<file path="config.mk">
export PLATFORM = sky130hd
export DESIGN_NAME = pc_sequencer_flat
export DESIGN_NICKNAME = d
export VERILOG_FILES = /design/src/rtl/pc_sequencer_pkg.sv /design/src/rtl/pc_sequencer_if.sv /design/src/rtl/pc_sequencer_ack_timer.sv /design/src/rtl/pc_sequencer.sv /design/src/flat_wrapper.sv
export SDC_FILE = /design/constraint.sdc
export NUM_CORES = 1
export LEC_CHECK = 0
export BUFFER_PORTS_ARGS = -buffer_cell sky130_fd_sc_hd__buf_2
export CORE_MARGIN = 3
export CORE_UTILIZATION = 27
export DETAILED_ROUTE_END_ITERATION = 10
export GPL_TIMING_DRIVEN = 1
export PLACE_DENSITY_LB_ADDON = 0.25
export SLEW_MARGIN = 40
export SYNTH_ARGS = -nofsm -noshare
export SYNTH_HDL_FRONTEND = slang
export SYNTH_HIERARCHICAL = 1
export SYNTH_SLANG_ARGS = --single-unit
</file>
<file path="constraint.sdc">
create_clock -name clk -period 5.6 [get_ports clk]
set_clock_uncertainty 0.05 [all_clocks]
set_input_delay 0.28 -clock clk [delete_from_list [all_inputs] [get_ports clk]]
set_output_delay 0.28 -clock clk [all_outputs]
set_load 0.005 [all_outputs]
</file>
<file path="src/rtl/pc_sequencer_pkg.sv">
// Shared definitions for the program-counter sequencer: FSM state codes,
// PC control codes and sizing constants.
package pc_sequencer_pkg;

  // Sequencer states; codes 6 and 7 are unused and recover to IDLE.
  typedef enum logic [2:0] {
    S_IDLE   = 3'd0,
    S_FETCH  = 3'd1,
    S_WAIT   = 3'd2,
    S_DECODE = 3'd3,
    S_EXEC   = 3'd4,
    S_HALT   = 3'd5
  } state_t;

  // Program counter control codes (2'b11 is never driven).
  localparam logic [1:0] PC_STORE = 2'b00;
  localparam logic [1:0] PC_INC   = 2'b01;
  localparam logic [1:0] PC_LOAD  = 2'b10;

  // Fetch timeout in WAIT cycles (legal range 1..15).
  localparam int DEFAULT_TIMEOUT = 15;

  // Instruction address width and timeout counter width.
  localparam int ADDR_W = 6;
  localparam int CNT_W  = 4;

endpackage

</file>
<file path="src/rtl/pc_sequencer_if.sv">
// Bundle of the sequencer's control/status signals. The slave side is the
// sequencer itself; the master side is its environment (memory, execute
// stage, program counter and run control).
interface pc_sequencer_if;
  import pc_sequencer_pkg::*;

  logic              run;
  logic              halt_req;
  logic              mem_ack;
  logic              exec_done;
  logic              br_taken;
  logic [ADDR_W-1:0] br_target;

  logic [1:0]        pc_ctrl;
  logic [ADDR_W-1:0] pc_load;
  logic              pc_clr;
  logic              mem_req;
  logic              ir_load;
  logic [2:0]        state;
  logic              halted;
  logic              fault;

  modport master (
    output run, halt_req, mem_ack, exec_done, br_taken, br_target,
    input  pc_ctrl, pc_load, pc_clr, mem_req, ir_load, state, halted, fault
  );

  modport slave (
    input  run, halt_req, mem_ack, exec_done, br_taken, br_target,
    output pc_ctrl, pc_load, pc_clr, mem_req, ir_load, state, halted, fault
  );

endinterface

</file>
<file path="src/rtl/pc_sequencer_ack_timer.sv">
// Fetch timeout counter. Counts cycles while enabled; expired is high during
// the TIMEOUT-th enabled cycle since the last restart, so the caller can
// act on it in that same cycle.
module ack_timer
  import pc_sequencer_pkg::*;
#(
  parameter int TIMEOUT = DEFAULT_TIMEOUT
) (
  input  logic clk,
  input  logic clr,
  input  logic en,
  input  logic restart,
  output logic expired
);

  localparam logic [CNT_W-1:0] LAST = CNT_W'(TIMEOUT - 1);

  logic [CNT_W-1:0] count_reg;
  logic [CNT_W-1:0] count_next;

  assign expired = en && (count_reg == LAST);

  // Next count: restart wins, otherwise advance while enabled and not at limit.
  always_comb begin
    count_next = count_reg;
    if (restart) begin
      count_next = '0;
    end else if (en && !expired) begin
      count_next = count_reg + CNT_W'(1);
    end
  end

  // Count register with synchronous active-low clear.
  always_ff @(posedge clk) begin
    if (!clr) begin
      count_reg <= '0;
    end else begin
      count_reg <= count_next;
    end
  end

endmodule

</file>
<file path="src/rtl/pc_sequencer.sv">
// Instruction sequencer: fetches a word, strobes the instruction register,
// waits for the execute stage and steers the program counter (store,
// increment or branch load). A fetch that is not acknowledged within
// TIMEOUT WAIT cycles raises a sticky fault and halts.
module pc_sequencer
  import pc_sequencer_pkg::*;
#(
  parameter int TIMEOUT = DEFAULT_TIMEOUT
) (
  input  logic           clk,
  input  logic           clr,
  pc_sequencer_if.slave  bus
);

  state_t            state_reg;
  state_t            state_next;
  logic              fault_reg;
  logic              fault_next;

  logic [1:0]        pc_ctrl_c;
  logic [ADDR_W-1:0] pc_load_c;
  logic              mem_req_c;
  logic              ir_load_c;

  logic              in_wait;
  logic              timer_restart;
  logic              timer_expired;

  // The timer only runs in WAIT and is rearmed whenever the fetch completes
  // or the FSM is anywhere else, so every fetch starts counting from zero.
  assign in_wait       = (state_reg == S_WAIT);
  assign timer_restart = !in_wait || bus.mem_ack;

  ack_timer #(
    .TIMEOUT (TIMEOUT)
  ) u_ack_timer (
    .clk     (clk),
    .clr     (clr),
    .en      (in_wait),
    .restart (timer_restart),
    .expired (timer_expired)
  );

  // State and sticky fault registers; only reset clears the fault.
  always_ff @(posedge clk) begin
    if (!clr) begin
      state_reg <= S_IDLE;
      fault_reg <= 1'b0;
    end else begin
      state_reg <= state_next;
      fault_reg <= fault_next;
    end
  end

  // Next-state and raw (pre-reset-gating) outputs.
  always_comb begin
    state_next = state_reg;
    fault_next = fault_reg;
    pc_ctrl_c  = PC_STORE;
    pc_load_c  = '0;
    mem_req_c  = 1'b0;
    ir_load_c  = 1'b0;
    case (state_reg)
      S_IDLE: begin
        if (bus.run) begin
          state_next = S_FETCH;
        end
      end
      S_FETCH: begin
        mem_req_c  = 1'b1;
        state_next = S_WAIT;
      end
      S_WAIT: begin
        mem_req_c = 1'b1;
        // An ack on the last allowed cycle still beats the timeout.
        if (bus.mem_ack) begin
          ir_load_c  = 1'b1;
          state_next = S_DECODE;
        end else if (timer_expired) begin
          fault_next = 1'b1;
          state_next = S_HALT;
        end
      end
      S_DECODE: begin
        state_next = S_EXEC;
      end
      S_EXEC: begin
        if (bus.exec_done) begin
          // PC control is combinational so the PC updates on this edge.
          if (bus.br_taken) begin
            pc_ctrl_c = PC_LOAD;
            pc_load_c = bus.br_target;
          end else begin
            pc_ctrl_c = PC_INC;
          end
          if (bus.halt_req || !bus.run) begin
            state_next = S_HALT;
          end else begin
            state_next = S_FETCH;
          end
        end
      end
      S_HALT: begin
        if (!bus.run) begin
          state_next = S_IDLE;
        end
      end
      default: begin
        state_next = S_IDLE;
      end
    endcase
  end

  // While clr is low every strobe is suppressed, which aborts any fetch or
  // PC update in flight; the PC itself is cleared through pc_clr.
  assign bus.pc_ctrl = clr ? pc_ctrl_c : PC_STORE;
  assign bus.pc_load = clr ? pc_load_c : '0;
  assign bus.mem_req = clr && mem_req_c;
  assign bus.ir_load = clr && ir_load_c;
  assign bus.halted  = clr && (state_reg == S_HALT);
  assign bus.pc_clr  = ~clr;
  assign bus.state   = state_reg;
  assign bus.fault   = fault_reg;

endmodule
</file>
<file path="src/flat_wrapper.sv">
// flat-port wrapper written by rule: the top's interface ports become plain ports
module pc_sequencer_flat import pc_sequencer_pkg::*;
#(
  parameter int TIMEOUT = DEFAULT_TIMEOUT
)
  (clk, clr, bus_run, bus_halt_req, bus_mem_ack, bus_exec_done, bus_br_taken, bus_br_target, bus_pc_ctrl, bus_pc_load, bus_pc_clr, bus_mem_req, bus_ir_load, bus_state, bus_halted, bus_fault);
  pc_sequencer_if bus_i ();
  input  logic clk;
  input  logic clr;
  input wire logic [$bits(bus_i.run)-1:0] bus_run;
  input wire logic [$bits(bus_i.halt_req)-1:0] bus_halt_req;
  input wire logic [$bits(bus_i.mem_ack)-1:0] bus_mem_ack;
  input wire logic [$bits(bus_i.exec_done)-1:0] bus_exec_done;
  input wire logic [$bits(bus_i.br_taken)-1:0] bus_br_taken;
  input wire logic [$bits(bus_i.br_target)-1:0] bus_br_target;
  output wire logic [$bits(bus_i.pc_ctrl)-1:0] bus_pc_ctrl;
  output wire logic [$bits(bus_i.pc_load)-1:0] bus_pc_load;
  output wire logic [$bits(bus_i.pc_clr)-1:0] bus_pc_clr;
  output wire logic [$bits(bus_i.mem_req)-1:0] bus_mem_req;
  output wire logic [$bits(bus_i.ir_load)-1:0] bus_ir_load;
  output wire logic [$bits(bus_i.state)-1:0] bus_state;
  output wire logic [$bits(bus_i.halted)-1:0] bus_halted;
  output wire logic [$bits(bus_i.fault)-1:0] bus_fault;
  assign bus_i.run = bus_run;
  assign bus_i.halt_req = bus_halt_req;
  assign bus_i.mem_ack = bus_mem_ack;
  assign bus_i.exec_done = bus_exec_done;
  assign bus_i.br_taken = bus_br_taken;
  assign bus_i.br_target = bus_br_target;
  assign bus_pc_ctrl = bus_i.pc_ctrl;
  assign bus_pc_load = bus_i.pc_load;
  assign bus_pc_clr = bus_i.pc_clr;
  assign bus_mem_req = bus_i.mem_req;
  assign bus_ir_load = bus_i.ir_load;
  assign bus_state = bus_i.state;
  assign bus_halted = bus_i.halted;
  assign bus_fault = bus_i.fault;
  pc_sequencer #(.TIMEOUT(TIMEOUT)) u_core (.clk(clk), .clr(clr), .bus(bus_i));
endmodule
</file>
==> impl_metrics.prom, run 1 <==
# TYPE chip_impl_metric gauge
chip_impl_metric{name="fill_cells",unit=""} 203
chip_impl_metric{name="gp_congestion",unit=""} 0.763
chip_impl_metric{name="multi_input_logic_area",unit="um^2"} 353
chip_impl_metric{name="clock_path_buffers",unit=""} 2
chip_impl_metric{name="antenna_found_initial",unit=""} 0
chip_impl_metric{name="tightestPinTransition",unit="ns"} 0.462
chip_impl_metric{name="routed_wirelength",unit="mm"} 1.43
chip_impl_metric{name="final_report_max_slew_violation_count",unit=""} 0
chip_impl_metric{name="postSynthRegisterBits",unit=""} 8
chip_impl_metric{name="final-hold-violation-count",unit=""} 0
chip_impl_metric{name="die_area",unit="mm^2"} 0.00268
chip_impl_metric{name="peakVddDrop",unit="mV"} 0.166
chip_impl_metric{name="grt_pass1_wl",unit="mm"} 2.48
chip_impl_metric{name="max-cap-violations",unit=""} 0
chip_impl_metric{name="worstSkewPairLatency",unit="ns"} 0.26
chip_impl_metric{name="drt_iter0_drc",unit=""} 13
chip_impl_info{name="timing.critical_path.from_type",value="register"} 1
chip_impl_metric{name="place.detailed.instances",unit=""} 132
chip_impl_info{name="r2r-start",value="u_core/bus.state[0]"} 1
chip_impl_metric{name="buffer_ports.inserted",unit=""} 28
chip_impl_metric{name="tns",unit="ns"} 0
chip_impl_metric{name="io-pin-count",unit=""} 29
chip_impl_metric{name="yosys_warnings",unit=""} 6
chip_impl_metric{name="min_period_over_period",unit=""} 0.359
chip_impl_metric{name="cts-resized-gates",unit=""} 0
chip_impl_info{name="synth_top_cells_by_area",value="sky130_fd_sc_hd__dfxtp_1 28%, sky130_fd_sc_hd__inv_1 8.6%, sky130_fd_sc_hd__nor2_1 6.6%, sky130_fd_sc_hd__a21oi_1 5.3%, sky130_fd_sc_hd__ha_1 4.4%"} 1
chip_impl_metric{name="arrival_time_worst_endpoint",unit="ns"} 2.09
chip_impl_info{name="commonest_cells_after_routing_fill_and_taps_aside",value="28 x sky130_fd_sc_hd__buf_2, 13 x sky130_fd_sc_hd__inv_1, 10 x sky130_fd_sc_hd__nor2_1"} 1
chip_impl_metric{name="drt_pre_antenna_iters",unit=""} 4
chip_impl_info{name="tritoncts",value="done"} 1
chip_impl_metric{name="cts.reportedPaths.clkPinSlew",unit="ns"} 0.06
chip_impl_info{name="crit_end_element",value="register"} 1
chip_impl_metric{name="number_of_levels_the_h_tree_was_split_into",unit=""} 1
chip_impl_info{name="kind_of_path_behind_the_tightest_hold_check",value="input port to register"} 1
chip_impl_metric{name="power_per_cell_area",unit="mW/mm^2"} 222
chip_impl_metric{name="largest_reg_flops",unit=""} 4
chip_impl_metric{name="drtAntennaViolNets",unit=""} 0
chip_impl_info{name="grt_setup_unrepaired",value="false"} 1
chip_impl_metric{name="mappedNetlistArea",unit="um^2"} 566
chip_impl_info{name="timing_worst_setup_path_type",value="register to register"} 1
chip_impl_metric{name="antenna_fix_cells",unit=""} 0
chip_impl_metric{name="globalRouteTotalUtil",unit=""} 0.121
chip_impl_metric{name="setup_viol_count_final",unit=""} 0
chip_impl_metric{name="maxClockFrequency",unit="MHz"} 497
chip_impl_metric{name="final-seq-area",unit="um^2"} 160
chip_impl_metric{name="detailedPlacementHpwl",unit="mm"} 1.09
chip_impl_metric{name="die_outline_width",unit="um"} 51.8
chip_impl_metric{name="syn_inst",unit=""} 80
chip_impl_metric{name="pin_count_of_the_biggest_net_entering_global_routing",unit=""} 14
chip_impl_info{name="mostFrequentLayoutCell",value="sky130_fd_sc_hd__buf_2"} 1
chip_impl_metric{name="post-synth-top-area-fraction",unit=""} 0.283
chip_impl_metric{name="power_leakage",unit="nW"} 0.380
chip_impl_metric{name="worst_ep_required_time",unit="ns"} 5.68
chip_impl_metric{name="dieHeight",unit="um"} 51.8
chip_impl_metric{name="postSynthNetCount",unit=""} 95
chip_impl_metric{name="slew_headroom",unit=""} 0.691
chip_impl_metric{name="post_synthesis_sequential_area_ratio",unit=""} 0.283
chip_impl_metric{name="layout.cells.non_filler",unit=""} 135
chip_impl_metric{name="tritoncts.num_buffers",unit=""} 3
chip_impl_metric{name="drive_gt1_frac",unit=""} 0.309
chip_impl_metric{name="num-nets-final",unit=""} 127
chip_impl_info{name="status",value="finished clean"} 1
chip_impl_metric{name="postSynthAreaPerCell",unit="um^2"} 7.07
chip_impl_metric{name="worst-path-max-fanout",unit=""} 9
chip_impl_metric{name="start_util",unit=""} 0.304
chip_impl_info{name="worst_hold_startpoint",value="clr"} 1
chip_impl_metric{name="clock_sink_count",unit=""} 8
chip_impl_info{name="crit_start",value="u_core/bus.state[0]"} 1
chip_impl_metric{name="core_region_area",unit="mm^2"} 0.00186
chip_impl_metric{name="yosysUniqueCellTypes",unit=""} 28
chip_impl_metric{name="vias_per_cell",unit=""} 4.80
chip_impl_metric{name="drc_errors",unit=""} 0
chip_impl_info{name="clk_root_buffer_cell",value="sky130_fd_sc_hd__clkbuf_4"} 1
chip_impl_metric{name="holdBufCountCts",unit=""} 0
chip_impl_metric{name="timing.final.crit_period",unit="ns"} 2.01
chip_impl_metric{name="grt.overflow.total",unit=""} 0
chip_impl_info{name="netlist.top_cell.by_area",value="sky130_fd_sc_hd__dfxtp_1"} 1
chip_impl_metric{name="drt-wirelength-per-cell",unit="um"} 10.6
chip_impl_metric{name="first_global_vias",unit=""} 616
chip_impl_metric{name="worst_hold_margin",unit="ns"} 0.270
chip_impl_metric{name="area_added_between_synthesis_and_finish",unit="%"} 33.6
chip_impl_metric{name="routed-via-count",unit=""} 648
chip_impl_metric{name="post_cts_buffers",unit=""} 0
chip_impl_metric{name="floorplan.rows",unit=""} 15
cell families after synthesis:
kind of cell,synth area share
AND/OR/NAND/NOR,0.363
AO/OA/AOI/OAI,0.217
buffers and inverters,0.0929
flip-flops,0.283
adder cells (fa/ha/maj),0.0442
critical path: stages (launching register included):
cell and delay, ns:
sky130_fd_sc_hd__dfxtp_1 0.43, sky130_fd_sc_hd__nand2b_1 0.25, sky130_fd_sc_hd__nor2_1 0.17, sky130_fd_sc_hd__and4_2 0.31, sky130_fd_sc_hd__o21a_1 0.17, sky130_fd_sc_hd__a2111oi_0 0.41
sky130_fd_sc_hd__a311oi_1 0.09
metal layers:
metal	part of all wire	GRT usage
met5	0	0
met4	0	0.0262
met3	0.11	0.0544
met2	0.44	0.195
met1	0.45	0.146
through the flow:
stage / setup slack (ns) / cell area [um^2] / utilization / power, W
6_report: 3.59 / 756 / 0.407 / 0.000168
4_1_cts: 3.62 / 756 / 0.407 / 0.000171
3_5_place_dp: 3.65 / 733 / 0.395 / 0.000122
3_3_place_gp: 3.71 / 733 / 0.395 / 0.000122
2_1_floorplan: 3.80 / 566 / - / 0.000103
5_1_grt: 3.43 / 756 / 0.407 / 0.000181
final cells by class:
type / count / area share
clock buffer: 3 / 0.0298
multi-input combinational: 58 / 0.467
sequential: 8 / 0.212
inverter: 13 / 0.0646
timing repair buffer: 28 / 0.185
tap: 25 / 0.0414
cell usage after synthesis:
cell	number
sky130_fd_sc_hd__inv_1	13
sky130_fd_sc_hd__nor2_1	10
sky130_fd_sc_hd__dfxtp_1	8
sky130_fd_sc_hd__a21oi_1	6
sky130_fd_sc_hd__nand2_1	5
sky130_fd_sc_hd__nand2b_1	4
sky130_fd_sc_hd__nor3_1	4
sky130_fd_sc_hd__a211oi_1	3
sky130_fd_sc_hd__nor2b_1	3
sky130_fd_sc_hd__o21a_1	3
sky130_fd_sc_hd__ha_1	2
sky130_fd_sc_hd__nand3_1	2
sky130_fd_sc_hd__nand4_1	2
sky130_fd_sc_hd__a2111oi_0	1
sky130_fd_sc_hd__a21o_1	1
sky130_fd_sc_hd__a21o_2	1
sky130_fd_sc_hd__a311oi_1	1
sky130_fd_sc_hd__and2_1	1
sky130_fd_sc_hd__and3_1	1
sky130_fd_sc_hd__and3b_1	1
sky130_fd_sc_hd__and4_2	1
sky130_fd_sc_hd__clkbuf_1	1
sky130_fd_sc_hd__nand3_2	1
sky130_fd_sc_hd__nor4_1	1
sky130_fd_sc_hd__o21ai_0	1
sky130_fd_sc_hd__o31a_1	1
sky130_fd_sc_hd__or2b_1	1
sky130_fd_sc_hd__or4_1	1
report_power, final:
| part | total, W | internal, W | switching, W |
|---|---|---|---|
| combinational | 0.0000504 | 0.0000244 | 0.0000260 |
| sequential | 0.0000718 | 0.0000616 | 0.0000101 |
| clock | 0.0000455 | 0.0000246 | 0.0000209 |
worst paths after layout:
check / to / slack, ns / cells after the start
setup reg to reg: u_core/bus.state[2] / 3.59 / 6
hold / removal: u_core/bus.state[0] / 0.27 / 2
hold reg to reg: u_core/bus.fault / 0.41 / 1
setup / recovery: u_core/bus.state[2] / 3.59 / 6
Note: power is estimated with default switching activity, not from simulation.
==> inputs of run 2 (changes only) <==
==> constraint.sdc (replaced) <==
create_clock -name clk -period 2.1 [get_ports clk]
set_clock_uncertainty 0.05 [all_clocks]
set_input_delay 0.105 -clock clk [delete_from_list [all_inputs] [get_ports clk]]
set_output_delay 0.105 -clock clk [all_outputs]
set_load 0.005 [all_outputs]
==> impl_metrics.prom, run 2 (same netlist as run 1, synthesis figures left out) <==
# TYPE chip_impl_metric gauge
chip_impl_metric{name="area_added_between_synthesis_and_finish",unit="%"} 36.9
chip_impl_metric{name="cts.reportedPaths.clkPinSlew",unit="ns"} 0.06
chip_impl_metric{name="arrival_time_worst_endpoint",unit="ns"} 1.99
chip_impl_metric{name="power_per_cell_area",unit="mW/mm^2"} 596
chip_impl_metric{name="final.setup.worst_slack",unit="ns"} 0.189
chip_impl_info{name="critical_path.top_delay_family",value="compound AO/OA/AOI/OAI gates"} 1
chip_impl_metric{name="worst_ep_required_time",unit="ns"} 2.18
chip_impl_metric{name="start_util",unit=""} 0.304
chip_impl_metric{name="met1_usage",unit=""} 0.151
chip_impl_metric{name="fin_util",unit=""} 0.417
chip_impl_metric{name="worst_r2r_path_depth",unit=""} 6
chip_impl_metric{name="clock_sink_count",unit=""} 8
chip_impl_metric{name="grt.overflow.total",unit=""} 0
chip_impl_info{name="clk_root_buffer_cell",value="sky130_fd_sc_hd__clkbuf_4"} 1
chip_impl_info{name="crit_end_element",value="register"} 1
chip_impl_metric{name="clock_path_buffers",unit=""} 2
chip_impl_metric{name="number_of_levels_the_h_tree_was_split_into",unit=""} 1
chip_impl_metric{name="slew_headroom",unit=""} 0.761
chip_impl_metric{name="power_leakage",unit="nW"} 0.390
chip_impl_metric{name="drive_gt1_frac",unit=""} 0.330
chip_impl_metric{name="drt-wirelength-per-cell",unit="um"} 10.5
chip_impl_metric{name="cp_bufs_invs",unit=""} 0
chip_impl_metric{name="grt_pass1_wl",unit="mm"} 2.39
chip_impl_info{name="commonest_cells_after_routing_fill_and_taps_aside",value="28 x sky130_fd_sc_hd__buf_2, 13 x sky130_fd_sc_hd__inv_1, 9 x sky130_fd_sc_hd__nor2_1"} 1
chip_impl_metric{name="globalRouteTotalUtil",unit=""} 0.118
chip_impl_info{name="crit_start",value="u_core/bus.state[0]"} 1
chip_impl_metric{name="floorplan.rows",unit=""} 15
chip_impl_metric{name="drt_iter0_drc",unit=""} 14
chip_impl_info{name="timing_worst_setup_path_type",value="register to register"} 1
chip_impl_info{name="tritoncts",value="done"} 1
chip_impl_info{name="grt_setup_unrepaired",value="false"} 1
chip_impl_metric{name="vias_per_cell",unit=""} 4.67
chip_impl_metric{name="worst-path-max-fanout",unit=""} 9
chip_impl_info{name="slowest_stage",value="sky130_fd_sc_hd__dfxtp_1"} 1
chip_impl_metric{name="tightestPinTransition",unit="ns"} 0.357
chip_impl_info{name="timing.critical_path.from_type",value="register"} 1
chip_impl_metric{name="pin_count_of_the_biggest_net_entering_global_routing",unit=""} 13
chip_impl_metric{name="worstSkewPairLatency",unit="ns"} 0.26
chip_impl_metric{name="routed-via-count",unit=""} 640
chip_impl_metric{name="num-nets-final",unit=""} 129
chip_impl_metric{name="maxClockFrequency",unit="MHz"} 523
chip_impl_metric{name="antenna_fix_cells",unit=""} 0
chip_impl_metric{name="tns",unit="ns"} 0
chip_impl_metric{name="die_area",unit="mm^2"} 0.00268
chip_impl_metric{name="dieHeight",unit="um"} 51.8
chip_impl_info{name="kind_of_path_behind_the_tightest_hold_check",value="input port to register"} 1
chip_impl_metric{name="timing.final.crit_period",unit="ns"} 1.91
chip_impl_metric{name="drt_pre_antenna_iters",unit=""} 4
chip_impl_metric{name="drc_errors",unit=""} 0
chip_impl_info{name="worst_r2r_endpoint",value="u_core/bus.state[2]"} 1
chip_impl_metric{name="routed_wirelength",unit="mm"} 1.45
chip_impl_info{name="mostFrequentLayoutCell",value="sky130_fd_sc_hd__buf_2"} 1
chip_impl_metric{name="tritoncts.num_buffers",unit=""} 3
chip_impl_info{name="crit_chain",value="nand2b_1 > nor2_2 > and4_2 > o21a_1 > a2111oi_1 > a311oi_1"} 1
chip_impl_metric{name="final-hold-violation-count",unit=""} 0
chip_impl_metric{name="grt.met3_usage",unit=""} 0.0430
chip_impl_metric{name="min_period_over_period",unit=""} 0.910
chip_impl_metric{name="crit_cells",unit=""} 6
chip_impl_metric{name="worst_hold_margin",unit="ns"} 0.0990
chip_impl_metric{name="post-place-ws",unit="ns"} 0.150
chip_impl_metric{name="register_to_register_path_setup_slack",unit="ns"} 0.19
chip_impl_metric{name="first_global_vias",unit=""} 563
chip_impl_metric{name="largest_reg_flops",unit=""} 4
chip_impl_metric{name="max-cap-violations",unit=""} 0
chip_impl_metric{name="die_outline_width",unit="um"} 51.8
chip_impl_metric{name="final_report_max_slew_violation_count",unit=""} 0
chip_impl_metric{name="gp_congestion",unit=""} 0.818
chip_impl_metric{name="setup_viol_count_final",unit=""} 0
chip_impl_metric{name="peakVddDrop",unit="mV"} 0.334
chip_impl_info{name="status",value="finished clean"} 1
chip_impl_info{name="worst_setup_path_endpoint",value="u_core/bus.state[2]"} 1
chip_impl_metric{name="detailedPlacementHpwl",unit="mm"} 1.14
chip_impl_info{name="worst_hold_startpoint",value="clr"} 1
chip_impl_metric{name="drtAntennaViolNets",unit=""} 0
chip_impl_info{name="gr-max-usage-layer",value="met2"} 1
chip_impl_metric{name="buffer_ports.inserted",unit=""} 28
chip_impl_info{name="r2r-start",value="u_core/bus.state[0]"} 1
chip_impl_metric{name="antenna_found_initial",unit=""} 0
chip_impl_metric{name="core_region_area",unit="mm^2"} 0.00186
chip_impl_metric{name="critPathMaxStageDelay",unit="ns"} 0.42
chip_impl_metric{name="grtUsageMet2",unit=""} 0.182
chip_impl_metric{name="io-pin-count",unit=""} 29
==> run 2: changes by cell type in the layout (fill, tap and decap cells not counted) <==
cell | previous run | this run
sky130_fd_sc_hd__a2111oi_0 | 1 | 0
sky130_fd_sc_hd__buf_4 | 0 | 2
sky130_fd_sc_hd__a2111oi_1 | 0 | 1
sky130_fd_sc_hd__nor2_1 | 10 | 9
sky130_fd_sc_hd__nor2_2 | 0 | 1
==> run 2: worst min-delay path by stage <==
stage                                to  slack, ns  cells past startpoint
floorplan              u_core/bus.fault       0.17                      1
finish              u_core/bus.state[0]        0.1                      2
detailed placement  u_core/bus.state[0]       0.37                      2
global route           u_core/bus.fault       0.10                      2
global placement    u_core/bus.state[0]       0.37                      2
CTS                 u_core/bus.state[0]       0.08                      2
==> run 2: metal layers <==
layer / routed length, um / part of all wire
met5: 0 / 0
met4: 9 / 0.0062
met3: 120 / 0.083
met2: 613 / 0.42
met1: 701 / 0.49
==> run 2: final cells by class <==
class	count	area, um^2
multi-input cells	58	357
well taps	25	31.3
fillers	205	1080
flip-flops and latches	8	160
clock buffers	3	22.5
repair buffers	30	155
inverters	13	48.8
==> run 2: repair_timing <==
action,in CTS,in global routing
setup endpoints to repair,0,2
hold buffers,0,0
resized for setup,0,2
setup buffers,0,0
==> run 2: metrics by stage <==
step                area, um^2  instances  power, W
finish                     774        137  0.000462
global placement           748        134  0.000339
global route               774        137  0.000499
floorplan                  566         80  0.000276
detailed placement         748        134  0.000340
CTS                        771        137  0.000469
==> run 2: where the power goes <==
| part | internal (W) | switching (W) |
|---|---|---|
| clock network | 0.0000656 | 0.0000554 |
| registers | 0.000164 | 0.0000123 |
| logic | 0.0000766 | 0.0000876 |
| total | 0.000307 | 0.000155 |
==> inputs of run 3 (changes only) <==
--- a/config.mk
+++ b/config.mk
@@ -7,7 +7,7 @@
 export LEC_CHECK = 0
 export BUFFER_PORTS_ARGS = -buffer_cell sky130_fd_sc_hd__buf_2
 export CORE_MARGIN = 3
-export CORE_UTILIZATION = 27
+export CORE_UTILIZATION = 30
 export DETAILED_ROUTE_END_ITERATION = 10
 export GPL_TIMING_DRIVEN = 1
 export PLACE_DENSITY_LB_ADDON = 0.25
==> impl_metrics.prom, run 3 (same netlist as run 1, synthesis figures left out) <==
# TYPE chip_impl_metric gauge
chip_impl_metric{name="power.total",unit="W"} 0.000458
chip_impl_metric{name="drc_errors",unit=""} 0
chip_impl_metric{name="timing.final.crit_period",unit="ns"} 1.83
chip_impl_info{name="crit_end_element",value="register"} 1
chip_impl_metric{name="clock_sink_count",unit=""} 8
chip_impl_info{name="mostFrequentLayoutCell",value="sky130_fd_sc_hd__buf_2"} 1
chip_impl_metric{name="routed-via-count",unit=""} 657
chip_impl_metric{name="floorplan.rows",unit=""} 15
chip_impl_metric{name="largest_reg_flops",unit=""} 4
chip_impl_metric{name="part_of_the_power_in_registers",unit=""} 0.406
chip_impl_metric{name="final-seq-area",unit="um^2"} 160
chip_impl_metric{name="fin_util",unit=""} 0.442
chip_impl_metric{name="antenna_found_initial",unit=""} 0
chip_impl_metric{name="arrival_time_worst_endpoint",unit="ns"} 1.90
chip_impl_info{name="status",value="finished clean"} 1
chip_impl_metric{name="first_global_vias",unit=""} 587
chip_impl_info{name="clk_root_buffer_cell",value="sky130_fd_sc_hd__clkbuf_4"} 1
chip_impl_metric{name="number_of_levels_the_h_tree_was_split_into",unit=""} 1
chip_impl_metric{name="grt_pass1_wl",unit="mm"} 2.42
chip_impl_metric{name="tritoncts.num_buffers",unit=""} 3
chip_impl_metric{name="drtAntennaViolNets",unit=""} 0
chip_impl_metric{name="die_outline_width",unit="um"} 49.4
chip_impl_metric{name="worst_ep_required_time",unit="ns"} 2.17
chip_impl_metric{name="cts.reportedPaths.clkPinSlew",unit="ns"} 0.06
chip_impl_metric{name="antenna_fix_cells",unit=""} 0
chip_impl_metric{name="drt-wirelength-per-cell",unit="um"} 10.6
chip_impl_metric{name="min_period_over_period",unit=""} 0.871
chip_impl_metric{name="design_internal_power",unit="W"} 0.000304
chip_impl_metric{name="area_added_between_synthesis_and_finish",unit="%"} 36.3
chip_impl_metric{name="final.setup.worst_slack",unit="ns"} 0.272
chip_impl_metric{name="maxClockFrequency",unit="MHz"} 547
chip_impl_metric{name="drt_iter0_drc",unit=""} 10
chip_impl_metric{name="core_region_area",unit="mm^2"} 0.00175
chip_impl_metric{name="tns",unit="ns"} 0
chip_impl_metric{name="io-pin-count",unit=""} 29
chip_impl_metric{name="power_switching_share",unit=""} 0.336
chip_impl_info{name="grt_setup_unrepaired",value="false"} 1
chip_impl_metric{name="post_cts_buffers",unit=""} 0
chip_impl_metric{name="clkPwrFrac",unit=""} 0.263
chip_impl_info{name="commonest_cells_after_routing_fill_and_taps_aside",value="28 x sky130_fd_sc_hd__buf_2, 13 x sky130_fd_sc_hd__inv_1, 10 x sky130_fd_sc_hd__nor2_1"} 1
chip_impl_metric{name="num-nets-final",unit=""} 129
chip_impl_metric{name="drt_pre_antenna_iters",unit=""} 4
chip_impl_metric{name="slew_headroom",unit=""} 0.736
chip_impl_metric{name="fill_cells",unit=""} 199
chip_impl_info{name="tritoncts",value="done"} 1
chip_impl_metric{name="worstSkewPairLatency",unit="ns"} 0.25
chip_impl_metric{name="die_area",unit="mm^2"} 0.00244
chip_impl_metric{name="power_leakage",unit="nW"} 0.390
chip_impl_info{name="kind_of_path_behind_the_tightest_hold_check",value="input port to register"} 1
chip_impl_metric{name="drive_gt1_frac",unit=""} 0.321
chip_impl_metric{name="final-hold-violation-count",unit=""} 0
chip_impl_metric{name="multi_input_logic_area",unit="um^2"} 353
chip_impl_metric{name="routed_wirelength",unit="mm"} 1.45
chip_impl_metric{name="peakVddDrop",unit="mV"} 0.434
chip_impl_metric{name="power_per_cell_area",unit="mW/mm^2"} 594
chip_impl_metric{name="max-cap-violations",unit=""} 0
chip_impl_metric{name="final_report_max_slew_violation_count",unit=""} 0
chip_impl_metric{name="p_comb_frac",unit=""} 0.332
chip_impl_metric{name="p_sw",unit="W"} 0.000154
chip_impl_metric{name="globalRouteTotalUtil",unit=""} 0.126
chip_impl_metric{name="tightestPinTransition",unit="ns"} 0.386
chip_impl_info{name="timing.critical_path.from_type",value="register"} 1
chip_impl_metric{name="grt.overflow.total",unit=""} 0
chip_impl_metric{name="pin_count_of_the_biggest_net_entering_global_routing",unit=""} 9
chip_impl_metric{name="vias_per_cell",unit=""} 4.80
chip_impl_info{name="timing_worst_setup_path_type",value="register to register"} 1
chip_impl_metric{name="buffer_ports.inserted",unit=""} 28
chip_impl_metric{name="post-place-ws",unit="ns"} 0.305
chip_impl_metric{name="start_util",unit=""} 0.324
chip_impl_metric{name="gp_congestion",unit=""} 0.843
chip_impl_metric{name="setup_viol_count_final",unit=""} 0
chip_impl_metric{name="holdBufCountCts",unit=""} 0
chip_impl_metric{name="worst-path-max-fanout",unit=""} 8
chip_impl_metric{name="dieHeight",unit="um"} 49.4
chip_impl_metric{name="cts-resized-gates",unit=""} 0
chip_impl_metric{name="detailedPlacementHpwl",unit="mm"} 1.10
chip_impl_metric{name="clock_path_buffers",unit=""} 2
[run 3: final timing paths]
check / endpoint / depth (start not counted) / slack (ns) / start
hold reg to reg: u_core/bus.fault / 1 / 0.41 / u_core/bus.fault
hold / removal: u_core/bus.fault / 2 / 0.10 / clr
setup reg to reg: u_core/bus.state[2] / 6 / 0.27 / u_core/bus.state[0]
setup / recovery: u_core/bus.state[2] / 6 / 0.27 / u_core/bus.state[0]
[run 3: final cells by class]
cell class | count | share of cell area
sequential | 8 | 0.208
multi-input combinational | 58 | 0.458
clock buffer | 3 | 0.0292
tap | 25 | 0.0406
timing repair buffer | 30 | 0.201
inverter | 13 | 0.0633
[run 3: metal layers]
layer / vias up / wire (um) / GRT usage
met1: 286 / 673 / 0.138
met5: - / 0 / 0
met4: 0 / 12 / 0.0415
li1: 343 / - / -
met3: 2 / 108 / 0.0581
met2: 26 / 653 / 0.214
[run 3: worst max-delay path, stage by stage, from the launching register on]
cell and delay (ns):
sky130_fd_sc_hd__dfxtp_1 0.42, sky130_fd_sc_hd__nand2b_1 0.24, sky130_fd_sc_hd__nor2_1 0.08, sky130_fd_sc_hd__and4_2 0.26
sky130_fd_sc_hd__o21a_1 0.16, sky130_fd_sc_hd__a2111oi_0 0.39, sky130_fd_sc_hd__a311oi_1 0.10
[run 3: power groups by stage]
stage          Clock (W)  Sequential (W)  Combinational (W)
6_report        0.000120        0.000186           0.000152
5_1_grt         0.000132        0.000189           0.000169
4_1_cts         0.000126        0.000184           0.000153
3_5_place_dp           0        0.000188           0.000152
3_3_place_gp           0        0.000187           0.000151
2_1_floorplan          0        0.000182          0.0000935
[run 3: stage by stage]
| stage | std cells | hold WS, ns | area (um^2) |
|---|---|---|---|
| 2_1_floorplan | 80 | 0.173 | 566 |
| 3_3_place_gp | 134 | 0.365 | 748 |
| 3_5_place_dp | 134 | 0.368 | 748 |
| 4_1_cts | 137 | 0.0951 | 771 |
| 5_1_grt | 137 | 0.107 | 771 |
| 6_report | 137 | 0.103 | 771 |
